$ cat config.mk
export PLATFORM = sky130hd
export DESIGN_NAME = interval_sequencer_flat
export DESIGN_NICKNAME = d
export VERILOG_FILES = /design/src/rtl/interval_sequencer_if.sv /design/src/rtl/interval_sequencer.sv /design/src/flat_wrapper.sv
export SDC_FILE = /design/constraint.sdc
export NUM_CORES = 1
export LEC_CHECK = 0
export CAP_MARGIN = 20
export CORE_ASPECT_RATIO = 1.1
export CORE_MARGIN = 2
export CORE_UTILIZATION = 50
export DETAILED_ROUTE_END_ITERATION = 8
export GPL_TIMING_DRIVEN = 0
export PLACE_DENSITY_LB_ADDON = 0.08
export SLEW_MARGIN = 20
export SYNTH_ARGS = -nofsm -noshare
export SYNTH_HDL_FRONTEND = slang
export SYNTH_SLANG_ARGS = --single-unit
$ cat constraint.sdc
create_clock -name clock -period 1.6 [get_ports clock]
set_input_delay 0.24 -clock clock [delete_from_list [all_inputs] [get_ports clock]]
set_output_delay 0.24 -clock clock [all_outputs]
set_load 0.02 [all_outputs]
$ cat src/rtl/interval_sequencer_if.sv
// ============================================================================
//  interval_sequencer_if
//  Pattern-programming, control and status bundle of interval_sequencer.
//  Revision: 1.0
// ============================================================================
`default_nettype none

interface interval_sequencer_if #(
    parameter int AW = 3
);
    logic          tick;
    logic          wr_en;
    logic [AW-1:0] wr_addr;
    logic [3:0]    wr_data;
    logic [AW-1:0] last_idx;
    logic          loop_en;
    logic          start;
    logic          stop;
    logic          busy;
    logic          step_pulse;
    logic [AW-1:0] step_idx;
    logic [3:0]    remaining;
    logic          done_pulse;

    modport master (
        output tick, wr_en, wr_addr, wr_data, last_idx, loop_en, start, stop,
        input  busy, step_pulse, step_idx, remaining, done_pulse
    );

    modport slave (
        input  tick, wr_en, wr_addr, wr_data, last_idx, loop_en, start, stop,
        output busy, step_pulse, step_idx, remaining, done_pulse
    );
endinterface

`default_nettype wire

$ cat src/rtl/interval_sequencer.sv
// ============================================================================
//  interval_sequencer
//  Steps one shared 4-bit down-counter through a programmable interval pattern.
//  Option: INTERVAL_SEQ_TICK_EDGE_EN -> tick synchronised, counted per rising edge.
//  Revision: 1.0
// ============================================================================
`default_nettype none

module interval_sequencer #(
    parameter int DEPTH = 8,
    parameter int AW    = 3
) (
    input  wire logic         clock,
    input  wire logic         resetn,
    interval_sequencer_if.slave bus
);

    typedef enum logic [2:0] {
        S_IDLE  = 3'd0,
        S_LOAD  = 3'd1,
        S_COUNT = 3'd2,
        S_FIRE  = 3'd3,
        S_DONE  = 3'd4
    } state_t;

    state_t        r_state;
    logic [3:0]    r_mem [DEPTH];
    logic [AW-1:0] r_step_idx;
    logic [AW-1:0] r_last_idx;
    logic [3:0]    r_remaining;
    logic          r_step_pulse;
    logic          r_done_pulse;
    logic          w_tick;

`ifdef INTERVAL_SEQ_TICK_EDGE_EN
    logic r_tick_s1;
    logic r_tick_s2;
    logic r_tick_d;

    always_ff @(posedge clock or negedge resetn) begin
        if (!resetn) begin
            r_tick_s1 <= 1'b0;
            r_tick_s2 <= 1'b0;
            r_tick_d  <= 1'b0;
        end else begin
            r_tick_s1 <= bus.tick;
            r_tick_s2 <= r_tick_s1;
            r_tick_d  <= r_tick_s2;
        end
    end

    assign w_tick = r_tick_s2 & ~r_tick_d;
`else
    assign w_tick = bus.tick;
`endif

    // Writes land at the edge, so a LOAD in the same cycle still sees the old entry.
    always_ff @(posedge clock or negedge resetn) begin
        if (!resetn) begin
            for (int i = 0; i < DEPTH; i++) begin
                r_mem[i] <= 4'd0;
            end
        end else if (bus.wr_en) begin
            r_mem[bus.wr_addr] <= bus.wr_data;
        end
    end

    always_ff @(posedge clock or negedge resetn) begin
        if (!resetn) begin
            r_state      <= S_IDLE;
            r_step_idx   <= '0;
            r_last_idx   <= '0;
            r_remaining  <= 4'd0;
            r_step_pulse <= 1'b0;
            r_done_pulse <= 1'b0;
        end else begin
            r_step_pulse <= 1'b0;
            r_done_pulse <= 1'b0;
            if (bus.stop && (r_state != S_IDLE)) begin
                r_state     <= S_IDLE;
                r_step_idx  <= '0;
                r_remaining <= 4'd0;
            end else begin
                case (r_state)
                    S_IDLE: begin
                        if (bus.start && !bus.stop) begin
                            r_state    <= S_LOAD;
                            r_step_idx <= '0;
                            r_last_idx <= bus.last_idx;
                        end
                    end
                    S_LOAD: begin
                        r_remaining <= r_mem[r_step_idx];
                        r_state     <= S_COUNT;
                    end
                    S_COUNT: begin
                        // Zero is acted on one cycle after the decrement that produced it.
                        if (r_remaining == 4'd0) begin
                            r_state      <= S_FIRE;
                            r_step_pulse <= 1'b1;
                        end else if (w_tick) begin
                            r_remaining <= r_remaining - 4'd1;
                        end
                    end
                    S_FIRE: begin
                        if (r_step_idx != r_last_idx) begin
                            r_step_idx <= r_step_idx + AW'(1);
                            r_state    <= S_LOAD;
                        end else if (bus.loop_en) begin
                            r_step_idx <= '0;
                            r_state    <= S_LOAD;
                        end else begin
                            r_state      <= S_DONE;
                            r_done_pulse <= 1'b1;
                        end
                    end
                    S_DONE: begin
                        r_state    <= S_IDLE;
                        r_step_idx <= '0;
                    end
                    default: begin
                        r_state    <= S_IDLE;
                        r_step_idx <= '0;
                    end
                endcase
            end
        end
    end

    assign bus.busy       = (r_state != S_IDLE);
    assign bus.step_pulse = r_step_pulse;
    assign bus.done_pulse = r_done_pulse;
    assign bus.step_idx   = r_step_idx;
    assign bus.remaining  = r_remaining;

endmodule

`default_nettype wire

$ cat src/flat_wrapper.sv
// flat-port wrapper written by rule: the top's interface ports become plain ports
module interval_sequencer_flat 
#(
    parameter int DEPTH = 8,
    parameter int AW    = 3
)
  (clock, resetn, bus_tick, bus_wr_en, bus_wr_addr, bus_wr_data, bus_last_idx, bus_loop_en, bus_start, bus_stop, bus_busy, bus_step_pulse, bus_step_idx, bus_remaining, bus_done_pulse);
  interval_sequencer_if #(.AW(AW)) bus_i ();
  input  wire logic clock;
  input  wire logic resetn;
  input wire logic [$bits(bus_i.tick)-1:0] bus_tick;
  input wire logic [$bits(bus_i.wr_en)-1:0] bus_wr_en;
  input wire logic [$bits(bus_i.wr_addr)-1:0] bus_wr_addr;
  input wire logic [$bits(bus_i.wr_data)-1:0] bus_wr_data;
  input wire logic [$bits(bus_i.last_idx)-1:0] bus_last_idx;
  input wire logic [$bits(bus_i.loop_en)-1:0] bus_loop_en;
  input wire logic [$bits(bus_i.start)-1:0] bus_start;
  input wire logic [$bits(bus_i.stop)-1:0] bus_stop;
  output wire logic [$bits(bus_i.busy)-1:0] bus_busy;
  output wire logic [$bits(bus_i.step_pulse)-1:0] bus_step_pulse;
  output wire logic [$bits(bus_i.step_idx)-1:0] bus_step_idx;
  output wire logic [$bits(bus_i.remaining)-1:0] bus_remaining;
  output wire logic [$bits(bus_i.done_pulse)-1:0] bus_done_pulse;
  assign bus_i.tick = bus_tick;
  assign bus_i.wr_en = bus_wr_en;
  assign bus_i.wr_addr = bus_wr_addr;
  assign bus_i.wr_data = bus_wr_data;
  assign bus_i.last_idx = bus_last_idx;
  assign bus_i.loop_en = bus_loop_en;
  assign bus_i.start = bus_start;
  assign bus_i.stop = bus_stop;
  assign bus_busy = bus_i.busy;
  assign bus_step_pulse = bus_i.step_pulse;
  assign bus_step_idx = bus_i.step_idx;
  assign bus_remaining = bus_i.remaining;
  assign bus_done_pulse = bus_i.done_pulse;
  interval_sequencer #(.DEPTH(DEPTH), .AW(AW)) u_core (.clock(clock), .resetn(resetn), .bus(bus_i));
endmodule
==> metrics.yaml <==
vias: 1613
avgRoutedWirePerCell_um: 18.2
synth_most_common_cell: "dfrtp_1"
dr.pass1.iters: 4
io_pins: 27
clkPwrFrac_pct: 24.2
p_per_area_nw_per_um2: 1200
p_switching_mw: 1.07
worstSetupStartpointType: "flop"
drtIter0Drc: 60
seqPwrFrac_pct: 44.8
yosysTopAreaCell: "dfrtp_1"
synth_flop_cell: "dfrtp_1"
worst_hold_path_type: "in2async"
tightest_slew_ps: 444
fp.dieH_um: 76.7
crit_path_end_kind: "flop"
antenna_found_initial: 0
drive_above_1_share_pct: 43.1
yosys.area.top_type_share_pct: 49.0
grt_max_degree: 33
drt.antenna.violating_nets: 0
cts_tree: "done"
fin_skew_ps: 8.72
cp_num_buf_inv: 0
timing.hold.ws_ps: 399
fin_ws_ps: -142
syn_area_sq_um: 2400
avgSynthCellArea_sq_um: 14.0
p_sw_share_pct: 29.1
crit_path_max_incr_delay_ps: 540
ys.warnings.count: 0
clock-sinks: 47
dp_hpwl_um: 3450
clk-insertion-delay-late_ps: 300
vias_per_cell: 5.89
cp_cell_sequence: "xor2_2 > or4_4 > o41ai_4 > a221o_1"
die_w_um: 70.1
cts_made_buffers: 5
setup_viol: 11
synth-seq-cells: 47
gp_congestion: 0.822
synthesis.nets: 191
crit_family: "simple AND/OR/NAND/NOR gates"
clock.fmax_mhz: 574
layout.nets: 236
pre_cts_ws_ps: -598
drv_slew: 0
dp_cells: 255
drc: 0
min_period_ps: 1740
synth_cells: 172
cp.arrival_ps: 1980
grt_pass1_wl_um: 8470
violations: "negative setup slack"
cp_data_required_time_ps: 1840
cts_max_level: 2
port_buffers: 26
post-route-period-util_pct: 109
grt_pass1_vias: 1700
grt_util_all_layers_pct: 20.2
antenna_cells: 0
post-route-util_pct: 65.8
slew_headroom_pct: 70.4
die_area_sq_um: 5380
cap_violations: 0
slowest_stage: "or4_4"
overflow: 0
p_leak_nw: 1.37
synth_edf_count: 0
p_int_mw: 2.60
area_delta_synth_final_pct: 27.4
synth_seq_area_share_pct: 49.0
clk_pin_slew_ps: 90
run_status: "complete, but fails checks"
clock-root-buffer: "clkbuf_8"
crit_fanout: 4
synthTopCellsByCount: "dfrtp_1 (47), mux2_2 (38), mux4_1 (8)"
core_sq_um: 4650
hold_viol: 0
fill_cells: 350
ir_worst_vdd_v: 0.000737
drt_wl_total_um: 4980
combPwrFrac_pct: 31.0
yosys-top-cells-area: "dfrtp_1 (49%), mux2_2 (18%), mux4_1 (8.8%)"
layout.cells.non_filler: 274
clk_path_buf_depth: 2
start_util_pct: 51.6
rsz0062_at_grt: "true"
row_count: 26
critPathKind: "reg2reg"
ys_types: 42
finalPower_mw: 3.67
synthArstFlopShare_pct: 100
stage by stage:
step	area, sq um	TNS (ps)
2_1_floorplan	2410	-1160
3_3_place_gp	2740	-54060
3_5_place_dp	2750	-13560
4_1_cts	3040	-1670
5_1_grt	3060	-1790
6_report	3060	-1000
flip-flops by register name (all words and copies together) (netlist names):
signal and flops:
u_core.bus.remaining 4, u_core.bus.step_pulse 1, u_core.bus.step_idx 3, u_core.r_mem 32, u_core.bus.done_pulse 1, u_core.r_last_idx 3
u_core.r_state 3
final cells by class:
| cell class | instances | area, sq um | area share (%) |
|---|---|---|---|
| clock inverters | 2 | 35.0 | 1.14 |
| well taps | 56 | 70.1 | 2.29 |
| repair buffers | 41 | 438 | 14.3 |
| flip-flops and latches | 47 | 1180 | 38.5 |
| multi-input cells | 115 | 1220 | 39.8 |
| plain buffers | 5 | 30.0 | 0.981 |
| inverters | 2 | 7.51 | 0.245 |
| clock buffers | 6 | 82.6 | 2.70 |
path summary, 6_finish.rpt:
path	endpoint	startpoint	slack (ps)	cells past startpoint
min	u_core.bus.remaining[3]	resetn	400	2
max reg2reg	u_core.bus.step_idx[2]	u_core.bus.step_idx[1]	-140	4
max	u_core.bus.step_idx[2]	u_core.bus.step_idx[1]	-140	4
min reg2reg	u_core.r_mem[16]	u_core.r_mem[16]	510	1
max in group asynchronous	u_core.r_mem[16]	resetn	690	3
min in group clock	u_core.r_mem[16]	u_core.r_mem[16]	510	1
layer usage:
metal	vias to the layer above	wire length (um)	track usage (%)	share of wire [%]
met1	812	2170	26.3	43
met4	0	112	6.73	2.2
met3	11	196	4.47	3.9
met5	-	0	0	0
li1	745	-	-	-
met2	45	2510	33.6	50
worst reg2reg max path, cell delays in order, from the launching register on:
cell and delay (ps):
dfrtp_2 460, xor2_2 190, or4_4 540, o41ai_4 280, a221o_1 210
cell families (layout without fill, tap and decap cells):
kind of cell	count (synthesis)	after routing	synth area share [%]
multiplexers	49	49	27.8
flip-flops	47	47	49.0
AND/OR/NAND/NOR	37	37	10.8
AO/OA/AOI/OAI	23	23	7.29
buffers and inverters	10	56	2.60
XOR/XNOR	4	4	1.46
adder cells (fa/ha/maj)	2	2	1.04
cell usage in the layout (no fill, tap or decap), drive strengths merged, types with 2 or more instances in the layout:
master / n
nand2b: 4
clkbuf: 8
nor3: 7
mux2: 38
dlygate4sd2: 3
a21oi: 6
nand4b: 3
buf: 19
or3b: 2
o31a: 2
ha: 2
inv: 2
mux2i: 3
clkdlybuf4s50: 15
and2b: 2
o22a: 2
nor3b: 3
dlymetal6s2s: 6
nor2: 3
o21ai: 5
mux4: 8
dfrtp: 47
xor2: 3
a22o: 3
nand2: 2
timing repair:
| item | CTS | global route |
|---|---|---|
| hold buffers | 1 | 0 |
| endpoints found under the hold margin | 15 | 0 |
| setup endpoints to repair | 29 | 34 |
| resized for setup | 36 | 13 |
| buffers inserted | 12 | 1 |
| pin swaps | 8 | 7 |
power by group through the flow:
stage	Combinational, mW	Clock [mW]	Sequential [mW]
2_1_floorplan	0.685	0	1.64
3_3_place_gp	1.01	0	1.62
3_5_place_dp	1.06	0	1.64
4_1_cts	1.14	0.912	1.63
5_1_grt	1.23	0.969	1.67
6_report	1.14	0.888	1.64
Note: power is estimated with default switching activity, not from simulation.
